[src/rtl/store_merge.sv]
`default_nettype none
// ============================================================================
// Module   : store_merge
// Brief    : Sub-word store unit; byte/half stores via read-modify-write.
// Revision : 1.0
// ============================================================================
module store_merge #(
    parameter int ADDR_WIDTH = 32
) (
    input  logic                  clk_i,
    input  logic                  reset_i,
    input  logic                  req_valid_i,
    output logic                  req_ready_o,
    input  logic [ADDR_WIDTH-1:0] req_addr_i,
    input  logic [31:0]           req_data_i,
    input  logic [1:0]            req_size_i,
    output logic [ADDR_WIDTH-1:0] mem_addr_o,
    output logic                  mem_re_o,
    input  logic                  mem_rvalid_i,
    input  logic [31:0]           mem_rdata_i,
    output logic                  mem_we_o,
    output logic [31:0]           mem_wdata_o,
    output logic                  done_o,
    output logic                  err_o
);

    localparam logic [1:0] c_IDLE  = 2'd0;
    localparam logic [1:0] c_READ  = 2'd1;
    localparam logic [1:0] c_WRITE = 2'd2;
    localparam logic [1:0] c_DONE  = 2'd3;

    localparam logic [1:0] c_SZ_BYTE = 2'b00;
    localparam logic [1:0] c_SZ_HALF = 2'b01;
    localparam logic [1:0] c_SZ_WORD = 2'b10;

    logic [1:0]            state_q, state_d;
    logic [ADDR_WIDTH-1:0] addr_q,  addr_d;
    logic [15:0]           data_q,  data_d;
    logic [1:0]            size_q,  size_d;
    logic                  err_q,   err_d;
    logic [31:0]           wbuf_q,  wbuf_d;
    logic                  illegal;
    logic [31:0]           merged;

    assign illegal = (req_size_i == 2'b11)
                   || ((req_size_i == c_SZ_HALF) && req_addr_i[0])
                   || ((req_size_i == c_SZ_WORD) && (req_addr_i[1:0] != 2'b00));

    // Only the low halfword of the store data can ever reach memory on the RMW path.
    always_comb begin
        merged = mem_rdata_i;
        case (size_q)
            c_SZ_BYTE: begin
                case (addr_q[1:0])
                    2'b00:   merged[7:0]   = data_q[7:0];
                    2'b01:   merged[15:8]  = data_q[7:0];
                    2'b10:   merged[23:16] = data_q[7:0];
                    default: merged[31:24] = data_q[7:0];
                endcase
            end
            c_SZ_HALF: begin
                if (addr_q[1]) merged[31:16] = data_q;
                else           merged[15:0]  = data_q;
            end
            default: merged = mem_rdata_i;
        endcase
    end

    always_ff @(posedge clk_i or posedge reset_i) begin
        if (reset_i) begin
            state_q <= c_IDLE;
            addr_q  <= '0;
            data_q  <= '0;
            size_q  <= '0;
            err_q   <= 1'b0;
            wbuf_q  <= '0;
        end else begin
            state_q <= state_d;
            addr_q  <= addr_d;
            data_q  <= data_d;
            size_q  <= size_d;
            err_q   <= err_d;
            wbuf_q  <= wbuf_d;
        end
    end

    always_comb begin
        state_d = state_q;
        addr_d  = addr_q;
        data_d  = data_q;
        size_d  = size_q;
        err_d   = err_q;
        wbuf_d  = wbuf_q;
        case (state_q)
            c_IDLE: begin
                if (req_valid_i) begin
                    addr_d = req_addr_i;
                    data_d = req_data_i[15:0];
                    size_d = req_size_i;
                    err_d  = illegal;
                    wbuf_d = req_data_i;
                    if (illegal)                       state_d = c_DONE;
                    else if (req_size_i == c_SZ_WORD)  state_d = c_WRITE;
                    else                               state_d = c_READ;
                end
            end
            c_READ: begin
                if (mem_rvalid_i) begin
                    wbuf_d  = merged;
                    state_d = c_WRITE;
                end
            end
            c_WRITE: state_d = c_DONE;
            default: state_d = c_IDLE;
        endcase
    end

    always_comb begin
        req_ready_o = 1'b0;
        mem_re_o    = 1'b0;
        mem_we_o    = 1'b0;
        done_o      = 1'b0;
        err_o       = 1'b0;
        case (state_q)
            c_IDLE:  req_ready_o = 1'b1;
            c_READ:  mem_re_o    = 1'b1;
            c_WRITE: mem_we_o    = 1'b1;
            default: begin
                done_o = 1'b1;
                err_o  = err_q;
            end
        endcase
    end

    assign mem_addr_o  = {addr_q[ADDR_WIDTH-1:2], 2'b00};
    assign mem_wdata_o = wbuf_q;

endmodule
`default_nettype wire
[config.mk]
export PLATFORM = sky130hd
export DESIGN_NAME = store_merge
export DESIGN_NICKNAME = d
export VERILOG_FILES = /design/src/rtl/store_merge.sv
export SDC_FILE = /design/constraint.sdc
export NUM_CORES = 1
export LEC_CHECK = 0
export ABC_CLOCK_PERIOD_IN_PS = 3200
export CAP_MARGIN = 10
export CORE_ASPECT_RATIO = 0.75
export CORE_MARGIN = 3
export CORE_UTILIZATION = 31
export CTS_CLUSTER_SIZE = 25
export DETAILED_ROUTE_END_ITERATION = 12
export SLEW_MARGIN = 5
export SYNTH_ARGS = -nofsm -noshare
export SYNTH_HDL_FRONTEND = slang
export SYNTH_SLANG_ARGS = --single-unit
[constraint.sdc]
create_clock -name clk_i -period 3.2 [get_ports clk_i]
set_input_delay 0.8 -clock clk_i [delete_from_list [all_inputs] [get_ports clk_i]]
set_output_delay 0.8 -clock clk_i [all_outputs]
set_load 0.02 [all_outputs]
==> impl_metrics.yaml <==
worst_setup_path:
  cpMaxStageDelayCell: "clkdlybuf4s50_1"
  max_stage_delay_ns: 0.70
  crit_arrival_ns: 2.04
  cp-start-kind: "flip-flop"
  cp_cell_sequence: "inv_1, ha_1, clkdlybuf4s50_1"
  worst_ep_required_time_ns: 2.40
  critical_path_class: "flip-flop to output pin"
  critPathMaxFanout: 14
  critPathCaptureType: "output pin"
placed_design:
  dp_worst_setup_slack_ns: 0.5258
  dpl.hpwl_um: 9925
  io_buffers: 168
  gp_congestion: 0.7678
synthesis:
  ys_ff_latch: 85
  ys_types: 42
  syn_inst: 390
  yosys_warnings: 0
  avgSynthCellArea_um2: 11.27
  seq_area_frac_synth_pct: 48.39
  synth_edf_count: 0
  synth-main-ff-cell: "dfrtp_1"
  ys_async_sr_fraction_pct: 100.0
  yosys.area.top_type: "dfrtp_1"
  synth_area_um2: 4395
  synth_top_area_share_pct: 48.39
  synthTopCellsByArea: "dfrtp_1 (48%), mux2_2 (13%), mux2i_1 (7.1%)"
clock_tree:
  cts.htree.levels: 3
  post-cts-setup-buffer-count: 0
  cts.path.max_buffers: 2
  cts_sinks: 85
  clk_pin_slew_ns: 0.06
  clock-root-buffer: "clkbuf_16"
  cts_tree: "built"
  clk_latency_ns: 0.33
  ctsHoldBuffers: 0
  cts_made_buffers: 9
  cts_resized: 0
global_route:
  grt_pass1_wl_um: 20900
  grt_pass1_vias: 3781
  grt_max_degree: 40
  antenna_found_initial: 0
  track_usage_pct: 17.47
  overflow: 0
die:
  floorplan.initialDensity_pct: 31.86
  io_pins: 171
  dieArea_um2: 15660
  std_cell_rows: 37
  core_um2: 13800
  fp.dieH_um: 109.1
  dieWidth_um: 143.5
cells_and_area:
  drive_gt1_share_pct: 15.18
  final_cell_mix: "clkdlybuf4s50_1 (168), dfrtp_1 (85), mux2_2 (49)"
  antenna_cells: 0
  syn_to_final_growth_pct: 43.69
  layout.nets: 629
  mostFrequentLayoutCell: "clkdlybuf4s50_1"
  nFillCells: 1296
route:
  met3RoutedLength_um: 1149
  drt_iter0_drc: 209
  met2_length_um: 6048
  dr.pass1.iters: 6
  postRouteAntennaNets: 0
  routed.top_layer: "met4"
  wl_um: 13590
  vias_per_cell: 5.093
  wl_per_cell_um: 19.36
  num_vias: 3575
  drcViolationCount: 0
  wl_met1_um: 6278
power_and_ir_drop:
  ir_worst_vdd_uv: 328.8
  pwr-share-clk_pct: 16.9
  power_w: 0.006434
  seqPwrFrac_pct: 31.7
  p_sw_w: 0.002546
  combPwrFrac_pct: 51.4
  swShare_pct: 39.58
  power.internal_w: 0.003887
  p_per_area_nw_per_um2: 1019
  leakage_nw: 2.783
min_path:
  min_path_type: "flip-flop to flip-flop"
sta:
  fin_crit_sh_pct: 88.61
  drv_slew: 0
  slew_headroom_pct: 39.94
  rsz0062_at_grt: "false"
  max_freq_ghz: 0.3527
  tightest_slew_ns: 0.8982
  tns_ns: 0
  fin_ws_ns: 0.3643
  setup_viol: 0
  finalHoldViolations: 0
  post-route-min-period_ns: 2.836
  clock_skew_ns: 0.009935
flow_run:
  max_cap_viol_count: 0
outcome:
  outcome: "complete, no violations"
## per-layer routing
metal	vias up	global-route usage (%)
met2	142	26.08
met1	1773	24.47
met3	10	6.050
li1	1650	-
met4	0	4.032
met5	-	0
## sequential cells by signal, summed over array words and instances (netlist names)
signal       flops
size_q           2
data_q          16
err_q            1
state_q          2
mem_wdata_o     32
addr_q          32
## worst max-delay path: cells and delay by family, from the launching register on
family	cells	cell delay, ns
adders and majority gates	1	0.44
buffers and inverters	2	0.82
DFF	1	0.44
## stage by stage
| step | cells | cell area [um^2] | util, % | hold slack (ns) |
|---|---|---|---|---|
| after CTS | 702 | 6316 | 45.78 | 0.4834 |
| final | 702 | 6316 | 45.78 | 0.4784 |
| after global placement | 686 | 6007 | 43.54 | 0.4641 |
| after global routing | 702 | 6316 | 45.78 | 0.5066 |
| after floorplan | 391 | 4399 | - | 0.4424 |
| after detailed placement | 686 | 6007 | 43.54 | 0.4673 |
## final timing paths
check / startpoint / end / slack [ns] / cells past startpoint
min: mem_wdata_o[8]$_DFFE_PP0P_ / mem_wdata_o[8]$_DFFE_PP0P_ / 0.48 / 1
max: state_q[1]$_DFFE_PP0P_ / mem_re_o / 0.36 / 3
min in group asynchronous: reset_i / addr_q[13]$_DFFE_PP0P_ / 0.84 / 2
max reg2reg: state_q[1]$_DFFE_PP0P_ / mem_wdata_o[5]$_DFFE_PP0P_ / 0.56 / 7
max in group asynchronous: reset_i / mem_wdata_o[20]$_DFFE_PP0P_ / 1.58 / 3
min reg2reg: mem_wdata_o[8]$_DFFE_PP0P_ / mem_wdata_o[8]$_DFFE_PP0P_ / 0.48 / 1
## Yosys cell counts (all sizes together) (2+ instances only)
master	n
and3	2
nand2	41
nand2b	3
nand3	6
a222oi	15
o21ai	20
mux2i	31
a21o	15
a21oi	15
ha	5
nor3	2
mux2	49
nor2b	2
dfrtp	85
or2	2
and2	2
o31ai	2
buf	54
inv	5
nor2	5
o22ai	15
## logic make-up (layout without fill, tap and decap cells)
group	after synthesis	in the layout	synth area share, %
muxes	80	80	19.61
buffers and inverters	60	196	8.938
DFF	85	85	48.39
and+or+nand+nor	70	70	7.601
AOI/OAI and AO/OA	89	89	13.95
adders and majority gates	5	5	1.423
other	1	2	0.08532
## power by group through the flow
stage / registers [W] / clock network (W) / logic, W
global route: 0.00212 / 0.00117 / 0.00357
global placement: 0.00203 / 0 / 0.00326
floorplan: 0.00212 / 0 / 0.00213
detailed placement: 0.00205 / 0 / 0.00332
CTS: 0.00204 / 0.00112 / 0.00333
finish: 0.00204 / 0.00108 / 0.00331
## area by class of cell
type                       instances  area (um^2)  share of cell area (%)
sequential                        85         2127                   33.68
inverter                           5        20.02                  0.3170
tap                              175        219.0                   3.467
multi-input combinational        246         1882                   29.79
clock inverter                     5        56.30                  0.8914
clock buffer                      11        252.7                   4.002
timing repair buffer             175         1759                   27.85
(Power assumes the default switching activity.)
